**src/rtl/cheetah_pipe_pkg.sv**
```systemverilog
// Shared types for the pipeline register slice: control word layout,
// bubble instruction and forwarding-select encoding.
package cheetah_pipe_pkg;

    typedef struct packed {
        logic       reg_wr;
        logic [1:0] wb_sel;
        logic       mem_wr;
        logic [2:0] br_type;
        logic [3:0] alu_op;
        logic       sel_A;
        logic       sel_B;
    } ctrl_t;

    localparam int CTRL_W = $bits(ctrl_t);

    // addi x0,x0,0
    localparam logic [31:0] NOP_INST = 32'h0000_0013;

    typedef enum logic [1:0] {
        FWD_M  = 2'b00,
        FWD_RF = 2'b01,
        FWD_W  = 2'b10
    } fwd_sel_e;

    function automatic logic ctrl_reg_wr(input ctrl_t c);
        return c.reg_wr;
    endfunction

    function automatic logic [1:0] ctrl_wb_sel(input ctrl_t c);
        return c.wb_sel;
    endfunction

endpackage

```
**src/rtl/pipe_stage_regs_reg.sv**
```systemverilog
// pipe_reg: W-bit register, async active-high reset to RST_VAL,
// sync clear to RST_VAL (i_clr beats i_en), load on i_en.
// Ports: clk, rst, i_en, i_clr, i_d[W-1:0], o_q[W-1:0].
module pipe_reg #(
    parameter int           W       = 32,
    parameter logic [W-1:0] RST_VAL = '0
) (
    input  logic         clk,
    input  logic         rst,
    input  logic         i_en,
    input  logic         i_clr,
    input  logic [W-1:0] i_d,
    output logic [W-1:0] o_q
);

    logic [W-1:0] r_q;

    always_ff @(posedge clk or posedge rst) begin
        if (rst) begin
            r_q <= RST_VAL;
        end else if (i_clr) begin
            r_q <= RST_VAL;
        end else if (i_en) begin
            r_q <= i_d;
        end
    end

    assign o_q = r_q;

endmodule

```
**src/rtl/pipe_stage_regs.sv**
```systemverilog
// pipe_stage_regs: fetch PC, IF/ID and ID/EX registers with hazard
// controls (StallF/StallD/FlushD/FlushE), E-stage operand forwarding
// muxes (For_A/For_B) and register addresses back to the hazard unit.
// Optional perf counters stall_cnt/flush_cnt when PIPE_PERF_EN is
// defined; otherwise both ports read constant 0.
module pipe_stage_regs #(
    parameter int                XLEN     = 32,
    parameter logic [XLEN-1:0]   RESET_PC = '0,
    parameter logic [31:0]       NOP_INST = cheetah_pipe_pkg::NOP_INST
) (
    input  logic                            clk,
    input  logic                            rst,
    input  logic                            StallF,
    input  logic                            StallD,
    input  logic                            FlushD,
    input  logic                            FlushE,
    input  logic [1:0]                      For_A,
    input  logic [1:0]                      For_B,
    input  logic [XLEN-1:0]                 pc_next,
    input  logic [31:0]                     instF,
    input  logic [XLEN-1:0]                 rdata1D,
    input  logic [XLEN-1:0]                 rdata2D,
    input  logic [XLEN-1:0]                 immD,
    input  logic [cheetah_pipe_pkg::CTRL_W-1:0] ctrlD,
    input  logic [XLEN-1:0]                 alu_resM,
    input  logic [XLEN-1:0]                 wb_dataW,
    output logic [XLEN-1:0]                 pcF,
    output logic [XLEN-1:0]                 pcD,
    output logic [31:0]                     instD,
    output logic [4:0]                      raddr1,
    output logic [4:0]                      raddr2,
    output logic [XLEN-1:0]                 pcE,
    output logic [XLEN-1:0]                 immE,
    output logic [cheetah_pipe_pkg::CTRL_W-1:0] ctrlE,
    output logic                            reg_wrE,
    output logic [1:0]                      wb_selE,
    output logic [4:0]                      raddr1E,
    output logic [4:0]                      raddr2E,
    output logic [4:0]                      waddrE,
    output logic [XLEN-1:0]                 opAE,
    output logic [XLEN-1:0]                 opBE,
    output logic [31:0]                     stall_cnt,
    output logic [31:0]                     flush_cnt
);

    import cheetah_pipe_pkg::*;

    localparam int DW = XLEN + 32;
    localparam int EW = 4 * XLEN + CTRL_W + 15;

    // ---------------- F ----------------
    // A flush means a redirect; the target must load even under stall.
    logic w_f_en;
    assign w_f_en = !StallF || FlushD;

    pipe_reg #(
        .W       (XLEN),
        .RST_VAL (RESET_PC)
    ) u_f_reg (
        .clk   (clk),
        .rst   (rst),
        .i_en  (w_f_en),
        .i_clr (1'b0),
        .i_d   (pc_next),
        .o_q   (pcF)
    );

    // ---------------- D ----------------
    logic [DW-1:0] w_d_d;
    logic [DW-1:0] w_d_q;

    assign w_d_d = {pcF, instF};

    pipe_reg #(
        .W       (DW),
        .RST_VAL ({{XLEN{1'b0}}, NOP_INST})
    ) u_d_reg (
        .clk   (clk),
        .rst   (rst),
        .i_en  (!StallD),
        .i_clr (FlushD),
        .i_d   (w_d_d),
        .o_q   (w_d_q)
    );

    assign pcD    = w_d_q[DW-1:32];
    assign instD  = w_d_q[31:0];
    assign raddr1 = instD[19:15];
    assign raddr2 = instD[24:20];

    // ---------------- E ----------------
    logic [EW-1:0]   w_e_d;
    logic [EW-1:0]   w_e_q;
    logic [XLEN-1:0] w_rdata1E;
    logic [XLEN-1:0] w_rdata2E;

    assign w_e_d = {pcD, rdata1D, rdata2D, immD, ctrlD,
                    raddr1, raddr2, instD[11:7]};

    pipe_reg #(
        .W       (EW),
        .RST_VAL ({EW{1'b0}})
    ) u_e_reg (
        .clk   (clk),
        .rst   (rst),
        .i_en  (1'b1),
        .i_clr (FlushE),
        .i_d   (w_e_d),
        .o_q   (w_e_q)
    );

    assign {pcE, w_rdata1E, w_rdata2E, immE, ctrlE,
            raddr1E, raddr2E, waddrE} = w_e_q;

    assign reg_wrE = ctrl_reg_wr(ctrl_t'(ctrlE));
    assign wb_selE = ctrl_wb_sel(ctrl_t'(ctrlE));

    // ---------------- forwarding ----------------
    // 2'b11 is reserved and falls through to the register-file value.
    always_comb begin
        opAE = w_rdata1E;
        case (For_A)
            FWD_M:   opAE = alu_resM;
            FWD_W:   opAE = wb_dataW;
            default: opAE = w_rdata1E;
        endcase
    end

    always_comb begin
        opBE = w_rdata2E;
        case (For_B)
            FWD_M:   opBE = alu_resM;
            FWD_W:   opBE = wb_dataW;
            default: opBE = w_rdata2E;
        endcase
    end

    // ---------------- perf counters ----------------
`ifdef PIPE_PERF_EN
    logic [31:0] r_stall_cnt;
    logic [31:0] r_flush_cnt;

    always_ff @(posedge clk or posedge rst) begin
        if (rst) begin
            r_stall_cnt <= '0;
            r_flush_cnt <= '0;
        end else begin
            if (StallD && (r_stall_cnt != 32'hFFFF_FFFF)) begin
                r_stall_cnt <= r_stall_cnt + 32'd1;
            end
            if (FlushE && (r_flush_cnt != 32'hFFFF_FFFF)) begin
                r_flush_cnt <= r_flush_cnt + 32'd1;
            end
        end
    end

    assign stall_cnt = r_stall_cnt;
    assign flush_cnt = r_flush_cnt;
`else
    assign stall_cnt = '0;
    assign flush_cnt = '0;
`endif

endmodule
```
**config.mk**
```make
export PLATFORM = sky130hd
export DESIGN_NAME = pipe_stage_regs
export DESIGN_NICKNAME = d
export VERILOG_FILES = /design/src/rtl/cheetah_pipe_pkg.sv /design/src/rtl/pipe_stage_regs_reg.sv /design/src/rtl/pipe_stage_regs.sv
export SDC_FILE = /design/constraint.sdc
export NUM_CORES = 1
export LEC_CHECK = 0
export ABC_CLOCK_PERIOD_IN_PS = 5600
export CAP_MARGIN = 15
export CORE_AREA = 2 2 226 228
export DETAILED_ROUTE_END_ITERATION = 8
export DIE_AREA = 0 0 228 230
export PLACE_DENSITY_LB_ADDON = 0.3
export SLEW_MARGIN = 30
export SYNTH_ARGS = -nofsm -noshare
export SYNTH_HDL_FRONTEND = slang
export SYNTH_HIERARCHICAL = 1
export SYNTH_SLANG_ARGS = --single-unit
```
**constraint.sdc**
```tcl
create_clock -name clk -period 5.6 [get_ports clk]
set_input_delay 1.12 -clock clk [delete_from_list [all_inputs] [get_ports clk]]
set_output_delay 1.12 -clock clk [all_outputs]
set_load 0.02 [all_outputs]
```
# Word level (Yosys, flattened, before mapping)
# Index checks and enable logic that the tools add are counted.
# word_totals
output_inout_bits,329
wordCells,15
input_bits,247
regBits,252
# op_classes
eq_ne,3
reduce_logical,4
n_mux,5
# op_table
operator,count
$mux 156,1
$mux 64,2
$pmux 32 s2,2
$eq 2x2->1 const B,2
$logic_not 2->1,2
$ne 2x1->1 const B,1
$logic_not 1->1,1
$logic_or 1x1->1,1

# Longest topological paths before layout
# Gate-level depths: netlist (run 1).
# depth
depth_word,2
ltp_mapped,5

# Modules after synthesis
# The synthesis (run 1) kept the hierarchy.
# by_module_without_submodules
mod,area_per_inst_um2,instances,seq_area_each_um2,cells_each
pipe_reg at u_e_reg,6454.9,1,3903.7,504
pipe_reg at u_d_reg,2632.5,1,1605.3,207
pipe_stage_regs,2021.9,1,0.0,295
pipe_reg at u_f_reg,1327.5,1,800.8,104

# Worst setup path after synthesis (run 1)
# OpenSTA, ideal clock, no wires.
# synth_path
path_type,input port to output port
start,in For_A[1]
end,out opAE[29]
path_stages,3
t_arrival_ns,1.833
path_buffers,1
path_slack_ns,2.647
t_required_ns,4.480
path_cell_list,buf_6 mux2i_1 o21ai_0
# synth_via
elab_chain_cells,2
elab_cells_between_ends,3
cone_classes,eq/ne (1); mux (1); reduce/logical (1)
# synth_rtl
item,line_no,text
start: declaration,pipe_stage_regs.sv:17,"input logic [1:0] For_A,"
$eq 2x2->1 or $logic_not 2->1 (tied branches),pipe_stage_regs.sv:122,case (For_A)
$pmux 32 s2 (*),pipe_stage_regs.sv:122,
end: declaration,pipe_stage_regs.sv:40,"output logic [XLEN-1:0] opAE,"
# Every way passes the cells marked *; elsewhere a longest branch is shown, timed or not.

# Final worst setup path (run 1)
# layout_path
start,in For_B[0]
end,out opBE[2]
# layout_via
elab_chain_cells,2
elab_cells_between_ends,3
cone_classes,eq/ne (1); mux (1); reduce/logical (1)
# layout_rtl
item,line_no,text
start: declaration,pipe_stage_regs.sv:18,"input logic [1:0] For_B,"
$eq 2x2->1 or $logic_not 2->1 (tied branches),pipe_stage_regs.sv:131,case (For_B)
$pmux 32 s2 (*),pipe_stage_regs.sv:131,
end: declaration,pipe_stage_regs.sv:41,"output logic [XLEN-1:0] opBE,"
# Marked as above.

==> implementation parameters, run 1 <==
Parameter                              Value

Synthesis
  FF+latch count, synth ... 252
  Area contributors post-synth ... sky130_fd_sc_hd__dfrtp_1, sky130_fd_sc_hd__mux2i_1, sky130_fd_sc_hd__nor2_1, sky130_fd_sc_hd__buf_4, sky130_fd_sc_hd__buf_12
  Average cell area after synthesis ... 11.2 um^2
  Most common cell in the synthesized netlist ... sky130_fd_sc_hd__mux2i_1
  Register area share after synthesis ... 50.7%
  Gate count after technology mapping ... 1110
  Number of distinct library cell variants in the gate-level netlist after synthesis ... 20
  Most instantiated cells after synthesis ... sky130_fd_sc_hd__mux2i_1, sky130_fd_sc_hd__dfrtp_1, sky130_fd_sc_hd__nor2_1
  Portion of synthesized cell area occupied by the leading cell type ... 50.1%
  Mapped Area ... 12400 um^2
  Largest area contributor in the netlist ... sky130_fd_sc_hd__dfrtp_1
  Main synth FF type ... sky130_fd_sc_hd__dfrtp_1
  Synth warn ... 6
  Number of flops mapped to enable cells by yosys ... 0
  Share of flip-flops with an asynchronous set or reset after synthesis ... 100%

CTS
  Maximum level of the CTS H-tree ... 1
  Clock tree from TritonCTS ... done
  Insertion delay of the later-clocked pin in the worst-skew pair ... 0.56 ns
  TritonCTS sink count ... 252
  Number of cells upsized or downsized after cts ... 0
  Number of buffers created by CTS ... 30
  Reg clk slew, reported paths ... 0.06 ns
  Number of buffers inserted by post-CTS setup repair ... 0
  Number of buffers on the longest clock path ... 3
  Number of hold-repair buffers added at the cts stage ... 0
  CTS Root Buffer Type ... sky130_fd_sc_hd__clkbuf_16

Routing
  Drt first-iter violations ... 406
  Average vias per placed instance ... 4.19
  Post-route DRC ... 0
  Routed length per placed instance ... 17.9 um
  First-pass iteration count of the detailed router ... 4
  Overall via count from detail_route ... 9533
  Post-DRT Antenna Nets ... 0
  Detailed-route wire length ... 40700 um

Setup path
  Critical-path top delay cell ... sky130_fd_sc_hd__clkdlybuf4s50_1
  CP peak stage delay ... 0.65 ns
  Data arrival time of the critical path ... 2.78 ns
  Element type at the critical path end ... primary output
  Critical Path Fanout Max ... 36
  Buf+Inv Stages, Crit Path ... 3
  Cell Chain, Critical Path ... buf_2, buf_12, nand2_1, o21ai_1, clkdlybuf4s50_1
  Crit path kind ... primary input to primary output
  Worst path top cell family by delay ... buffers and inverters
  Req. time, crit path ... 4.48 ns
  Critical path startpoint category ... primary input

Global routing
  Number of antenna violations at the first check in global routing ... 2
  Overall track demand over capacity in global routing ... 15.0%
  Via count of the first global-routing pass ... 10308
  Leftover overflow at the end of global routing ... 0
  Global-route wire length before repair ... 62700 um
  Maximum number of pins on one net before global-route repair ... 157

Cells and area
  Fin area ... 18400 um^2
  Final core area utilization ... 37.0%
  Synthesis-to-layout area growth ... 48.3%
  Post-route insts no fill ... 2274
  Share of final-layout standard cells stronger than drive strength 1 ... 5.06%
  Final nets ... 1823

STA
  Total negative setup slack ... 0 ns
  Number of max-slew violations in the final report ... 0
  RSZ-0062 raised after global routing ... no
  Setup Viol. Count Final ... 0
  Peak Freq ... 257 MHz
  Period utilization ... 69.6%
  Setup ws final ... 1.70 ns
  Clock period minus worst slack ... 3.90 ns
  Least-Margin Pin Slew ... 0.851 ns
  WHS ... 0.524 ns
  Final setup skew ... 0.0154 ns
  Worst relative slew slack ... 43.2%
  Hold violation count in the final report ... 0

Place
  Global placer's final weighted congestion ... 0.890
  HPWL after detailed placement ... 28400 um
  Total placed instance area ... 17300 um^2
  Port Buf Inserts ... 511
  Placement-stage worst setup slack ... 1.47 ns
  Cell total after placement ... 2216

Flow run
  Max-cap viol count ... 0

Worst hold path
  Tightest Hold Check Type ... flip-flop to flip-flop

Floorplan
  Die W ... 228 um
  Initial cell density of the core ... 24.9%
  Number of I/O pins ... 576
  Number of core rows ... 82
  Area inside the core boundary ... 49900 um^2
  Die H ... 230 um
  Area enclosed by the die boundary ... 52400 um^2

Pwr
  Standby leakage power ... 8.68 nW
  Pwr dens ... 273 nW/um^2
  Maximum VDD drop ... 0.000204 V
  PnR Total Power ... 5.03 mW

Outcome
  Run status ... completed
[cells by family (layout without fill, tap and decap cells)]
kind of cell,count (synthesis),in the layout,synth area share (%)
flip-flops,252,252,50.7
AO/OA/AOI/OAI,67,67,2.88
other,2,72,0.0604
multiplexers,313,313,25.2
buffers and inverters,159,581,11.5
AND/OR/NAND/NOR,317,317,9.68
[worst paths after layout]
kind | start | cells after the start | to | slack [ns]
setup reg to reg | u_d_reg/o_q[1]$_DFFE_PP1P_ | 2 | u_d_reg/o_q[1]$_DFFE_PP1P_ | 4.75
min in group asynchronous | rst | 2 | u_e_reg/o_q[139]$_DFFE_PP0P_ | 1.10
setup / recovery | For_B[0] | 5 | opBE[2] | 1.70
hold / removal | u_d_reg/o_q[27]$_DFFE_PP0P_ | 2 | u_d_reg/o_q[27]$_DFFE_PP0P_ | 0.52
max in group asynchronous | rst | 3 | u_d_reg/o_q[24]$_DFFE_PP0P_ | 3.47
hold reg to reg | u_d_reg/o_q[27]$_DFFE_PP0P_ | 2 | u_d_reg/o_q[27]$_DFFE_PP0P_ | 0.52
[layout make-up]
| type | instances | area, um^2 |
|---|---|---|
| Inverter | 4 | 21.3 |
| Sequential cell | 252 | 6310 |
| Clock buffer | 44 | 945 |
| Timing Repair Buffer | 521 | 5210 |
| Fill cell | 5090 | 31400 |
| Multi-Input combinational cell | 767 | 4960 |
| Antenna cell | 2 | 5.00 |
| Tap cell | 672 | 841 |
| Clock inverter | 12 | 145 |
[layout by cell type, fill, tap and decap left out, drive strengths merged]
cell type and n:
conb 70, nor2 249, and2b 3, bufinv 3, clkinvlp 1, clkdlybuf4s50 505, mux2i 313, dfrtp 249
clkinv 9, buf 16, a211o 3, dfstp 3, o21ai 64, nand2b 1, diode 2, nand2 64
clkbuf 44, inv 3
[where the power goes]
part           internal, mW  total [mW]  switching, mW
clock                  1.30        2.09          0.794
sequential             1.91        1.97         0.0636
combinational         0.467       0.965          0.498
[metal layers]
layer	vias up	wire length, um	track usage [%]
met5	-	0	0
met4	0	962	4.33
met3	53	3890	5.59
met2	363	19000	24.4
met1	4635	16800	18.6
li1	4482	-	-
[tightest hold or removal path: cells and delay by family (launching register included)]
kind          cells  cell delay [ns]
flops             1             0.35
mux               1             0.07
simple gates      1             0.07
[registers in the layout (all words and copies together), names as in the netlist]
register	flops
u_d_reg/o_q	64
u_e_reg/o_q	156
u_f_reg/o_q	32
Note: power is estimated with default switching activity, not from simulation.
==> run 2: changes to the inputs <==
Settings changed: ABC_CLOCK_PERIOD_IN_PS 5600 to 3300.
Clock period 5.6 ns to 3.3 ns, I/O delays scaled along.
==> run 2 against run 1 <==
Effect of this change: core utilization grew 0.35 points; highest routed layer unchanged; via count grew 0.12%; clock skew shrank 0.0059 ns; count of clock-buffer cells in the layout shrank 8; hold slack lost 0.049 ns; final area grew 0.96%; routed wire length grew 3.4%; flip-flop and latch count is the same; register-to-register slack lost 2.3 ns.
==> implementation parameters, run 2 (synthesized netlist as in run 1, its figures left out) <==
Parameter                              Value

Outcome
  Run status ... completed

Routing
  Drt first-iter violations ... 429 (+5.7%)
  Post-route DRC ... 0 (unchanged)
  Detailed-route wire length ... 42100 um (+3.4%)
  Overall via count from detail_route ... 9544 (+0.12%)
  First-pass iteration count of the detailed router ... 4 (unchanged)
  Post-DRT Antenna Nets ... 0 (unchanged)
  Routed length per placed instance ... 18.5 um (+3.1%)
  Average vias per placed instance ... 4.19 (-0.15%)

Setup path
  Reg-to-Reg End ... u_d_reg/o_q[4]$_DFFE_PP1P_
  Critical Path Fanout Max ... 12 (-67%)
  Register-to-register setup slack ... 2.45 ns (-2.30 ns)
  Crit path kind ... primary input to primary output
  Element type at the critical path end ... primary output
  Req. time, crit path ... 2.64 ns (-1.84 ns)
  Critical path startpoint category ... primary input
  Length in cells of the worst reg-to-reg path ... 2 (unchanged)
  Data arrival time of the critical path ... 2.21 ns (-0.57 ns)
  Launch instance of the worst register-to-register path ... u_d_reg/o_q[4]$_DFFE_PP1P_

STA
  Worst relative slew slack ... 47.3% (+4.0 points)
  Final setup skew ... 0.00956 ns (-0.00588 ns)
  Setup Viol. Count Final ... 0 (unchanged)
  Hold violation count in the final report ... 0 (unchanged)
  Least-Margin Pin Slew ... 0.791 ns (-0.0601 ns)
  Number of max-slew violations in the final report ... 0 (unchanged)
  Period utilization ... 86.9%
  Peak Freq ... 349 MHz
  RSZ-0062 raised after global routing ... no
  Total negative setup slack ... 0 ns (unchanged)
  Clock period minus worst slack ... 2.87 ns

Floorplan
  Initial cell density of the core ... 24.9% (unchanged)
  Number of core rows ... 82 (unchanged)
  Number of I/O pins ... 576 (unchanged)
  Die W ... 228 um (unchanged)
  Die H ... 230 um (unchanged)
  Area inside the core boundary ... 49900 um^2 (unchanged)
  Area enclosed by the die boundary ... 52400 um^2 (unchanged)

CTS
  Number of buffers created by CTS ... 29 (-3.3%)
  Number of buffers on the longest clock path ... 3 (unchanged)
  Clock tree from TritonCTS ... done
  CTS Root Buffer Type ... sky130_fd_sc_hd__clkbuf_16
  Maximum level of the CTS H-tree ... 1 (unchanged)
  Number of cells upsized or downsized after cts ... 0 (unchanged)
  Reg clk slew, reported paths ... 0.06 ns (about the same)
  Insertion delay of the later-clocked pin in the worst-skew pair ... 0.56 ns (about the same)
  TritonCTS sink count ... 252 (unchanged)
  Number of buffers inserted by post-CTS setup repair ... 0 (unchanged)
  Number of hold-repair buffers added at the cts stage ... 0 (unchanged)

Global routing
  Number of antenna violations at the first check in global routing ... 0 (-2)
  Maximum number of pins on one net before global-route repair ... 157 (unchanged)
  Overall track demand over capacity in global routing ... 15.4% (+0.41 points)
  Global-route wire length before repair ... 63500 um (+1.3%)
  Via count of the first global-routing pass ... 9930 (-3.7%)
  Leftover overflow at the end of global routing ... 0 (unchanged)

Cells and area
  Commonest non-fill, non-tap cell in the layout ... sky130_fd_sc_hd__clkdlybuf4s50_1
  Combined area of the multi-input logic cells ... 4960 um^2 (-0.10%)
  Post-route insts no fill ... 2280 (+0.26%)
  Sequential cell area ... 6310 um^2 (unchanged)
  Commonest cells after routing, fill and taps aside ... sky130_fd_sc_hd__clkdlybuf4s50_1, sky130_fd_sc_hd__mux2i_1, sky130_fd_sc_hd__nor2_1, sky130_fd_sc_hd__dfrtp_1, sky130_fd_sc_hd__conb_1
  N_diodes ... 0 (-2)
  Share of final-layout standard cells stronger than drive strength 1 ... 5.47% (+0.41 points)
  Final nets ... 1833 (+0.55%)
  Largest register FFs ... 156 (unchanged)
  Synthesis-to-layout area growth ... 49.7%
  Fill cell count ... 5007 (-1.6%)

Place
  Port Buf Inserts ... 511 (unchanged)
  Global placer's final weighted congestion ... 0.945 (+6.2%)
  HPWL after detailed placement ... 30000 um (+5.5%)
  Cell total after placement ... 2227 (+0.50%)

Pwr
  Maximum VDD drop ... 0.000328 V (+61%)
  Pwr dens ... 467 nW/um^2 (+71%)
  Standby leakage power ... 8.76 nW (+0.91%)

Worst hold path
  Tightest Hold Check Type ... primary input to asynchronous set/reset pin

Flow run
  Max-cap viol count ... 0 (unchanged)
==> run 2: how the worst max path moves through the flow <==
stage                  start                          to  slack, ns  cells past startpoint
floorplan                rst  u_e_reg/o_q[0]$_DFFE_PP0P_       0.67                      1
global placement    For_B[1]                    opBE[31]       0.41                      4
detailed placement  For_B[1]                    opBE[31]       0.43                      4
CTS                 For_B[1]                    opBE[31]       0.43                      4
global route        For_B[1]                     opBE[4]       0.39                      5
finish              For_B[1]                    opBE[31]       0.43                      4
==> run 2: power breakdown <==
group	internal [mW]	leakage [nW]	switching, mW
Sequential	3.24	3.37	0.107
Clock	2.34	0.540	1.34
Combinational	0.814	4.85	0.860
Total	6.39	8.76	2.31
==> run 2: area by class of cell <==
class / count / area share (%)
clock buffers: 36 / 4.31
clock inverters: 17 / 1.55
inverters: 4 / 0.108
multi-input cells: 767 / 26.6
flip-flops and latches: 252 / 33.9
well taps: 672 / 4.52
repair buffers: 532 / 29.0
==> run 2: critical path, stage by stage <==
cell	delay [ns]
sky130_fd_sc_hd__buf_2	0.37
sky130_fd_sc_hd__mux2i_1	0.44
sky130_fd_sc_hd__o21ai_0	0.16
sky130_fd_sc_hd__clkdlybuf4s50_1	0.56
==> run 2: through the flow <==
stage          cell area (um^2)  hold slack (ns)  util, %  worst slack [ns]  power [mW]
2_1_floorplan             12700            0.630        -             0.667        4.35
3_3_place_gp              17500            0.506     35.1             0.409        5.07
3_5_place_dp              17500            0.514     35.1             0.432        5.08
4_1_cts                   18600            0.448     37.3             0.430        8.82
5_1_grt                   18600            0.453     37.3             0.392        9.07
6_report                  18600            0.474     37.3             0.432        8.70
==> run 2: layer usage <==
| metal | vias to the layer above | GRT usage (%) | part of all wire (%) |
|---|---|---|---|
| li1 | 4502 | - | - |
| met1 | 4628 | 19.5 | 43 |
| met2 | 371 | 25.6 | 47 |
| met3 | 43 | 4.81 | 8.0 |
| met4 | 0 | 3.51 | 1.8 |
| met5 | - | 0 | 0 |
